$ cat config.mk
export PLATFORM = sky130hd
export DESIGN_NAME = vending_fsm_param
export DESIGN_NICKNAME = d
export VERILOG_FILES = /design/src/rtl/vending_pkg.sv /design/src/rtl/change_dispenser.sv /design/src/rtl/vending_fsm_param.sv
export SDC_FILE = /design/constraint.sdc
export NUM_CORES = 1
export LEC_CHECK = 0
export BUFFER_PORTS_ARGS = -buffer_cell sky130_fd_sc_hd__buf_4
export CELL_PAD_IN_SITES_DETAIL_PLACEMENT = 0
export CELL_PAD_IN_SITES_GLOBAL_PLACEMENT = 1
export CORE_MARGIN = 10
export CORE_UTILIZATION = 40
export CTS_BUF_LIST = sky130_fd_sc_hd__clkbuf_8
export CTS_CLUSTER_SIZE = 28
export DETAILED_ROUTE_END_ITERATION = 12
export PLACE_DENSITY_LB_ADDON = 0.1
export SLEW_MARGIN = 20
export SYNTH_ARGS = -nofsm -noshare
export SYNTH_HDL_FRONTEND = slang
export SYNTH_SLANG_ARGS = --single-unit
$ cat constraint.sdc
create_clock -name clk -period 2.6 [get_ports clk]
set_clock_uncertainty 0.05 [all_clocks]
set_input_delay 0.13 -clock clk [delete_from_list [all_inputs] [get_ports clk]]
set_output_delay 0.13 -clock clk [all_outputs]
set_load 0.02 [all_outputs]
$ cat src/rtl/vending_pkg.sv
// rtl/vending_pkg.sv - shared state encodings, coin encodings and coin value lookup
//
// Purpose: common definitions for the vend controller and its change dispenser.
// Ports:   none (package).
package vending_pkg;

    // FSM state encodings, kept as plain constants for legacy tool flows.
    typedef logic [2:0] state_t;
    localparam state_t ST_IDLE   = 3'd0;
    localparam state_t ST_CREDIT = 3'd1;
    localparam state_t ST_VEND   = 3'd2;
    localparam state_t ST_CHANGE = 3'd3;
    localparam state_t ST_REFUND = 3'd4;

    // Coin-slot decoder encodings.
    localparam logic [1:0] COIN_NONE   = 2'b00;
    localparam logic [1:0] COIN_HI     = 2'b01;
    localparam logic [1:0] COIN_LO     = 2'b10;
    localparam logic [1:0] COIN_CANCEL = 2'b11;

    // Value in cents of the coin presented; cancel and none are worth nothing.
    function automatic int unsigned coin_value(
        input logic [1:0]  coins,
        input int unsigned lo_val,
        input int unsigned hi_val
    );
        case (coins)
            COIN_HI: return hi_val;
            COIN_LO: return lo_val;
            default: return 0;
        endcase
    endfunction

    // True for a real coin (not none, not cancel).
    function automatic logic is_coin(input logic [1:0] coins);
        return (coins == COIN_HI) || (coins == COIN_LO);
    endfunction

endpackage

$ cat src/rtl/change_dispenser.sv
// rtl/change_dispenser.sv - loadable down-counter emitting one pulse per unit of change
//
// Purpose: counts out change/refund units, one per cycle with no gaps.
// Ports:
//   clk    in  1  system clock, rising edge
//   reset  in  1  synchronous, active-high
//   load   in  1  load count (takes priority over counting)
//   count  in  W  number of pulses to emit
//   pulse  out 1  high while units remain (registered count non-zero)
//   done   out 1  high on the cycle the last pulse is being output
module change_dispenser #(
    parameter int unsigned W = 5
) (
    input  logic         clk,
    input  logic         reset,
    input  logic         load,
    input  logic [W-1:0] count,
    output logic         pulse,
    output logic         done
);

    logic [W-1:0] r_cnt;

    always_ff @(posedge clk) begin
        if (reset) begin
            r_cnt <= '0;
        end else if (load) begin
            r_cnt <= count;
        end else if (r_cnt != '0) begin
            r_cnt <= r_cnt - W'(1);
        end
    end

    assign pulse = (r_cnt != '0);
    assign done  = (r_cnt == W'(1));

endmodule

$ cat src/rtl/vending_fsm_param.sv
// rtl/vending_fsm_param.sv - parametrised Moore coin-acceptor / vend controller
//
// Purpose: accumulates credit from two coin sizes, vends when credit reaches
// PRICE, then carries leftover credit or pays it out as change pulses.
// Cancel refunds accumulated credit; coins offered while busy are rejected.
// Ports:
//   clk          in  1         system clock, rising edge
//   reset        in  1         synchronous, active-high
//   coins        in  2         00 none, 01 large, 10 small, 11 cancel
//   coffee       out 1         dispense strobe (state VEND)
//   change_pulse out 1         one cycle per COIN_LO_VAL returned
//   coin_reject  out 1         registered; coin arrived while busy
//   credit       out CREDIT_W  current credit, cents
//   busy         out 1         high in VEND, CHANGE, REFUND
module vending_fsm_param
    import vending_pkg::*;
#(
    parameter int unsigned PRICE        = 15,
    parameter int unsigned COIN_LO_VAL  = 5,
    parameter int unsigned COIN_HI_VAL  = 10,
    parameter int unsigned VEND_CYCLES  = 1,
    parameter bit          CARRY_CREDIT = 1'b1,
    parameter int unsigned CREDIT_W     = 5
) (
    input  logic                clk,
    input  logic                reset,
    input  logic [1:0]          coins,
    output logic                coffee,
    output logic                change_pulse,
    output logic                coin_reject,
    output logic [CREDIT_W-1:0] credit,
    output logic                busy
);

    // The largest sum ever formed is PRICE-COIN_LO_VAL+COIN_HI_VAL; refuse
    // to build a credit register that could wrap on it.
    if ((2 ** CREDIT_W) <= (PRICE + COIN_HI_VAL)) begin : g_credit_w_check
        $error("vending_fsm_param: CREDIT_W too small for PRICE+COIN_HI_VAL");
    end
    if (VEND_CYCLES < 1) begin : g_vend_cycles_check
        $error("vending_fsm_param: VEND_CYCLES must be >= 1");
    end

    localparam int unsigned          VC_W    = (VEND_CYCLES > 1) ? $clog2(VEND_CYCLES) : 1;
    localparam logic [VC_W-1:0]      VC_LAST = VC_W'(VEND_CYCLES - 1);
    localparam logic [CREDIT_W-1:0]  PRICE_V = CREDIT_W'(PRICE);
    localparam logic [CREDIT_W-1:0]  UNIT_V  = CREDIT_W'(COIN_LO_VAL);

    state_t              r_state;
    logic [CREDIT_W-1:0] r_credit;
    logic [VC_W-1:0]     r_vend_cnt;
    logic                r_reject;

    state_t              w_next_state;
    logic [CREDIT_W-1:0] w_next_credit;
    logic [VC_W-1:0]     w_next_vend_cnt;
    logic [CREDIT_W-1:0] w_coin_val;
    logic [CREDIT_W-1:0] w_sum;
    logic [CREDIT_W-1:0] w_units;
    logic                w_load;
    logic                w_pulse;
    logic                w_done;
    logic                w_busy;
    logic                w_paying;

    assign w_coin_val = CREDIT_W'(coin_value(coins, COIN_LO_VAL, COIN_HI_VAL));
    assign w_sum      = r_credit + w_coin_val;
    // Number of change/refund units the current credit is worth.
    assign w_units    = r_credit / UNIT_V;
    assign w_paying   = (r_state == ST_CHANGE) || (r_state == ST_REFUND);
    assign w_busy     = (r_state == ST_VEND) || w_paying;

    always_comb begin
        w_next_state    = r_state;
        w_next_credit   = r_credit;
        w_next_vend_cnt = '0;
        w_load          = 1'b0;
        case (r_state)
            ST_IDLE, ST_CREDIT: begin
                if (is_coin(coins)) begin
                    if (w_sum >= PRICE_V) begin
                        w_next_state  = ST_VEND;
                        w_next_credit = w_sum - PRICE_V;
                    end else begin
                        w_next_state  = ST_CREDIT;
                        w_next_credit = w_sum;
                    end
                end else if ((coins == COIN_CANCEL) && (r_state == ST_CREDIT)) begin
                    w_next_state  = ST_REFUND;
                    w_next_credit = '0;
                    w_load        = 1'b1;
                end
            end
            ST_VEND: begin
                if (r_vend_cnt == VC_LAST) begin
                    if (r_credit == '0) begin
                        w_next_state = ST_IDLE;
                    end else if (CARRY_CREDIT) begin
                        w_next_state = ST_CREDIT;
                    end else begin
                        w_next_state  = ST_CHANGE;
                        w_next_credit = '0;
                        w_load        = 1'b1;
                    end
                end else begin
                    w_next_vend_cnt = r_vend_cnt + VC_W'(1);
                end
            end
            ST_CHANGE, ST_REFUND: begin
                // Leave on the cycle the final pulse is driven; the empty-counter
                // test only guards against a zero-unit load.
                if (w_done || !w_pulse) begin
                    w_next_state = ST_IDLE;
                end
            end
            default: begin
                w_next_state  = ST_IDLE;
                w_next_credit = '0;
            end
        endcase
    end

    always_ff @(posedge clk) begin
        if (reset) begin
            r_state    <= ST_IDLE;
            r_credit   <= '0;
            r_vend_cnt <= '0;
            r_reject   <= 1'b0;
        end else begin
            r_state    <= w_next_state;
            r_credit   <= w_next_credit;
            r_vend_cnt <= w_next_vend_cnt;
            // Busy states never credit coins; flag each one for exactly a cycle.
            r_reject   <= w_busy && is_coin(coins);
        end
    end

    change_dispenser #(
        .W (CREDIT_W)
    ) u_change_dispenser (
        .clk   (clk),
        .reset (reset),
        .load  (w_load),
        .count (w_units),
        .pulse (w_pulse),
        .done  (w_done)
    );

    assign coffee       = (r_state == ST_VEND);
    assign change_pulse = w_paying && w_pulse;
    assign coin_reject  = r_reject;
    assign credit       = r_credit;
    assign busy         = w_busy;

endmodule

# After elaboration in Yosys (flattened, before gate mapping)
# Index checks and enable logic that the tools add are counted.
# op_classes
add_sub_neg,4
div_mod_pow,1
order_cmp,1
eq_ne,11
n_mux,17
bitwise,3
n_reduce_logical,18
# ops
cell,count
two-way mux 5 bit,5
two-way mux 3 bit,4
one-hot mux 5 bit (2 select lines),1
one-hot mux 3 bit (3 select lines),1
one-hot mux 4 bit (2 select lines),1
"== test 3 x 2 -> 1 bit, second input constant",2
OR reduction 3 bit,2
adder 5 bit,1
"divider 5 x 3 -> 5 bit, second input constant",1
"== test 5 x 1 -> 1 bit, second input constant",1
"greater-or-equal comparator 5 x 4 -> 1 bit, second input constant",1
logical NOT 5 bit,1
nonzero test 5 bit,1
"subtractor 5 x 1 -> 5 bit, second input constant",1
"subtractor 5 x 4 -> 5 bit, second input constant",1
"== test 2 bit, second input constant",2
logical OR 1 bit,4
two-way mux 1 bit,4
"inequality test 2 bit, second input constant",2
OR reduction 2 bit,2
"== test 3 x 1 -> 1 bit, second input constant",1
"== test 3 bit, second input constant",1
logical AND 1 bit,3
logical NOT 3 bit,1
other kinds (9),11
# totals
ff_bits,15
in_bits,4
output_inout_bits,9

# Longest topological paths before layout
# logic_depth
word_depth,7
mapped_depth,12
ltp_nobuf,12

# By module
# From an unflattened synthesis, not the netlist that was laid out.
# unflattened
cells_unflattened,145
area_unflattened_um2,1193.6
# modules_own_cells
mod,n_inst,cells_each,area_each_um2,seq_area_each_um2
vending_fsm_param,1,108,863.3,200.2
change_dispenser,1,37,330.3,100.1

# Worst setup path after synthesis
# OpenSTA, ideal clock, no wires.
# synth_path
path_kind,reg2reg
startpoint,"reg r_credit[0], in the netlist credit[0]"
endpoint,"reg r_credit[4], in the netlist credit[4]"
t_arrival_ns,2.459
required_ns,2.433
path_slack_ns,-0.026
stages_incl_launch_ff,11
synth_period_minus_slack_ns,2.626
cell_sequence,dfxtp_1 ha_1 inv_1 fa_1 nand2b_1 a21oi_2 xnor2_1 inv_1 ha_1 a211o_1 a32o_1
# synth_between
elab_chain_cells,5
word_cells_on_any_way,6
classes_between,2 x add/sub; 1 x order compare; 3 x mux
# synth_rtl
element,line_no,rtl
"start, declared",vending_fsm_param.sv:50,logic [CREDIT_W-1:0] r_credit;
"start signal, assigned",vending_fsm_param.sv:131,r_credit <= w_next_credit;
adder 5 bit (*),vending_fsm_param.sv:67,assign w_sum = r_credit + w_coin_val;
subtractor 5 x 4 -> 5 bit or greater-or-equal comparator 5 x 4 -> 1 bit (tied branches),"vending_fsm_param.sv:83, vending_fsm_param.sv:81",
two-way mux 5 bit (*),vending_fsm_param.sv:81,if (w_sum >= PRICE_V) begin
two-way mux 5 bit (*),vending_fsm_param.sv:80,if (is_coin(coins)) begin
one-hot mux 5 bit (2 select lines) (*),vending_fsm_param.sv:78,case (r_state)
# Mark *: on every way between the ends. The rest lies on a longest branch, timed or not.
# A chain may end at the register's enable or synchronous reset.

# Final worst setup path
# Same ends and word-level chain as after synthesis.

==> metrics.txt <==
outcome finished clean; antenna violations before repair 0; actual slew at the worst max-slew pin 586 ps; Num CTS Buffers 3; total length of routed wires 2.80 mm; worst rel slew slack between 60% and 70%; Die X-Extent approximately 74 µm; detailed placer's ending HPWL between 2 and 2.5 mm; Async SR Flop Fraction 0%; simple-gate share of the synthesized area 21.5%; Crit Path Category reg -> reg; Die Ht 74.1 µm; Int Pwr between 0.0007 and 0.0008 W; total power between 0.001 and 0.0015 W; worst IR drop on VDD 0.584 mV; layout cells sized above 1 between 20 and 25%; root buffer cell clkbuf_8; Reg clk slew, reported paths about 70 ps; antenna diode count 0; Starting Density a little over two fifths; Longest Clk Path Bufs 2; met3 GRT Util around 2.8%; Rows 19; design area ~0.0014 mm²; GRT Residual Overflow 0; synthesized area around 0.0012 mm²; Unique masters post-synth 43; mux share of post-synthesis cell area under 10%; worst-path cell chain ha_1 > inv_1 > fa_1 > nand2b_1 > a21oi_2 > xnor2_1 > inv_1 > ha_1 > a211o_1 > a32o_1; post-synthesis adder-cell area fraction between 10% and 20%; max cap viols 0; 1st-iter DRT viols 34; vias about 1.1k; Final Hold Fails 0; RSZ-0062 raised after global routing false; die area roughly 0.0055 mm²; area leader, netlist dfxtp_1; Commonest cells post-synth 15 x dfxtp_1, 14 x inv_1, 13 x nand2_1; # clock sinks 15; I/O pins 13; Synth Flop Type dfxtp_1; static leakage just over 0.6 nW; GRT Overall Usage approximately a tenth; fin nets between 150 and 200; worst hold path depth 2; Seq pwr share 27.7%; Core ar. about 0.0028 mm²; total iterations of the first detailed-routing run 4; Synth top area share between 20 and 30%; post-synthesis compound-gate area fraction between 20% and 30%; count of input and output buffers 12; number of synthesized register bits 15; via density per instance roughly 5.4; Residual DRC 0; final-report setup violation count 0; GRT Max-Usage Layer met2; clock power share between 10% and 20%; most frequent cell after synthesis dfxtp_1; ranking of synthesized cells by area dfxtp_1 26%, ha_1 13%, a21oi_1 4.7%; Post-Place Cell Area between 0.001 and 0.0015 mm²; Hold Path Class in -> reg; Startpoint Class flip-flop; area added between synthesis and finish 18.5%; Post-synth EDFFs 0; syn_nets between 150 and 200; Crit path required time roughly 2700 ps; CP arrival 2580 ps; DR WL/cell 14.4 µm; first-pass GRT wire length 4.37 mm; Psw 0.000580 W; clock latency on the worst-skew pair ~260 ps; CP peak stage delay ~400 ps; met2 Use GR between 10% and 20%; Post-Synth XOR/XNOR Area around 3.7%; FF-to-FF path depth 10; TritonCTS clock tree built; H-Tree Depth 1; GP Congestion between 0.8 and 0.9; pwr/cell area roughly 950 mW/mm²; largest family of logic cells by synthesized area compound AO/OA/AOI/OAI gates; minimum clock period roughly 2500 ps; met1 GRT Util between 10 and 15%; Worst path slowest cell fa_1; Syn Area/Cell 8.07 µm²; filler cell count 286; hold-fix buffers at CTS 0; Sw Share a little over two fifths; Synth warnings 0; Mapped Cells between 100 and 150; Final period util ~95%; nature of the critical path endpoint flip-flop; largest net degree at the start of global routing 14; antenna-violating nets left 0; Worst Path Max Fanout 6; register area share after synthesis approximately 26%; Gate power share a little under three fifths; Max Slew Vio Count 0; number of global-route vias before repair 969; Fmax between 0.4 and 0.5 GHz
[cell families after synthesis]
family | count (synthesis)
other cells | 1
buf+inv | 20
xor+xnor | 5
flops | 15
simple gates | 47
fa+ha+maj | 14
compound gates | 39
mux | 4
[worst max-delay path, delay by kind of cell (launching register included)]
kind	cells	cell delay, ps
compound gates	3	760
flops	1	330
simple gates	1	170
fa+ha+maj	3	770
buf+inv	2	120
xor+xnor	1	160
[through the flow]
| stage | utilization, % | instances | setup slack [ps] | hold slack [ps] | setup TNS (ps) |
|---|---|---|---|---|---|
| finish | 49.8 | 194 | 129 | 87.3 | 0 |
| global route | 49.8 | 194 | 0.227 | 94.6 | 0 |
| CTS | 49.8 | 194 | 131 | 80.3 | 0 |
| detailed placement | 48.1 | 190 | -45.2 | 357 | -67.8 |
| global placement | 48.1 | 190 | 9.60 | 351 | 0 |
| floorplan | - | 145 | 78.3 | 419 | 0 |
[state kept, by name (all words and copies together), names as in the netlist]
name / flops
coin_reject: 1
r_state: 3
r_vend_cnt: 1
credit: 5
u_change_dispenser.r_cnt: 5
[cells in the final DEF, fill, tap and decap left out, drive strengths merged, types with 2 or more instances in the layout]
| cell | count |
|---|---|
| nor2 | 12 |
| o21ai | 7 |
| nand2b | 3 |
| nand3 | 2 |
| nor2b | 2 |
| ha | 12 |
| nand2 | 13 |
| clkbuf | 3 |
| mux2i | 3 |
| o211ai | 5 |
| and3 | 2 |
| a32o | 2 |
| nor3 | 6 |
| a21oi | 13 |
| dfxtp | 15 |
| buf | 20 |
| a32oi | 2 |
| inv | 14 |
| xnor2 | 4 |
[final timing paths]
check	endpoint	slack [ps]	startpoint
setup / recovery	credit[4]	130	credit[0]
hold / removal	r_state[2]	90	reset
setup reg to reg	credit[4]	130	credit[0]
hold reg to reg	u_change_dispenser.r_cnt[4]	530	u_change_dispenser.r_cnt[4]
[final cells by class]
type | count | area, µm² | area share (%)
tap | 31 | 38.8 | 2.80
inverter | 14 | 52.6 | 3.79
timing repair buffer | 20 | 150 | 10.8
multi-input combinational | 110 | 793 | 57.2
clock buffer | 3 | 41.3 | 2.98
sequential | 15 | 303 | 21.8
clock inverter | 1 | 7.51 | 0.542
[routing by layer]
metal  vias to the layer above  routed length, µm  part of all wire [%]
met1                       485               1360                    48
met4                         0                 16                  0.57
met5                         -                  0                     0
met3                         2                 79                   2.8
met2                        14               1350                    48
li1                        551                  -                     -
[repair_timing]
action / CTS / global route
gates resized for setup: 0 / 1
setup endpoints to repair: 0 / 1
buffers inserted: 0 / 0
[power by group through the flow]
| stage | registers, W | logic (W) | clock network (W) |
|---|---|---|---|
| 3_3_place_gp | 0.000368 | 0.000757 | 0 |
| 6_report | 0.000366 | 0.000759 | 0.000199 |
| 5_1_grt | 0.000375 | 0.000851 | 0.000216 |
| 4_1_cts | 0.000366 | 0.000768 | 0.000205 |
| 2_1_floorplan | 0.000384 | 0.000506 | 0 |
| 3_5_place_dp | 0.000371 | 0.000761 | 0 |
(Power assumes the default switching activity.)
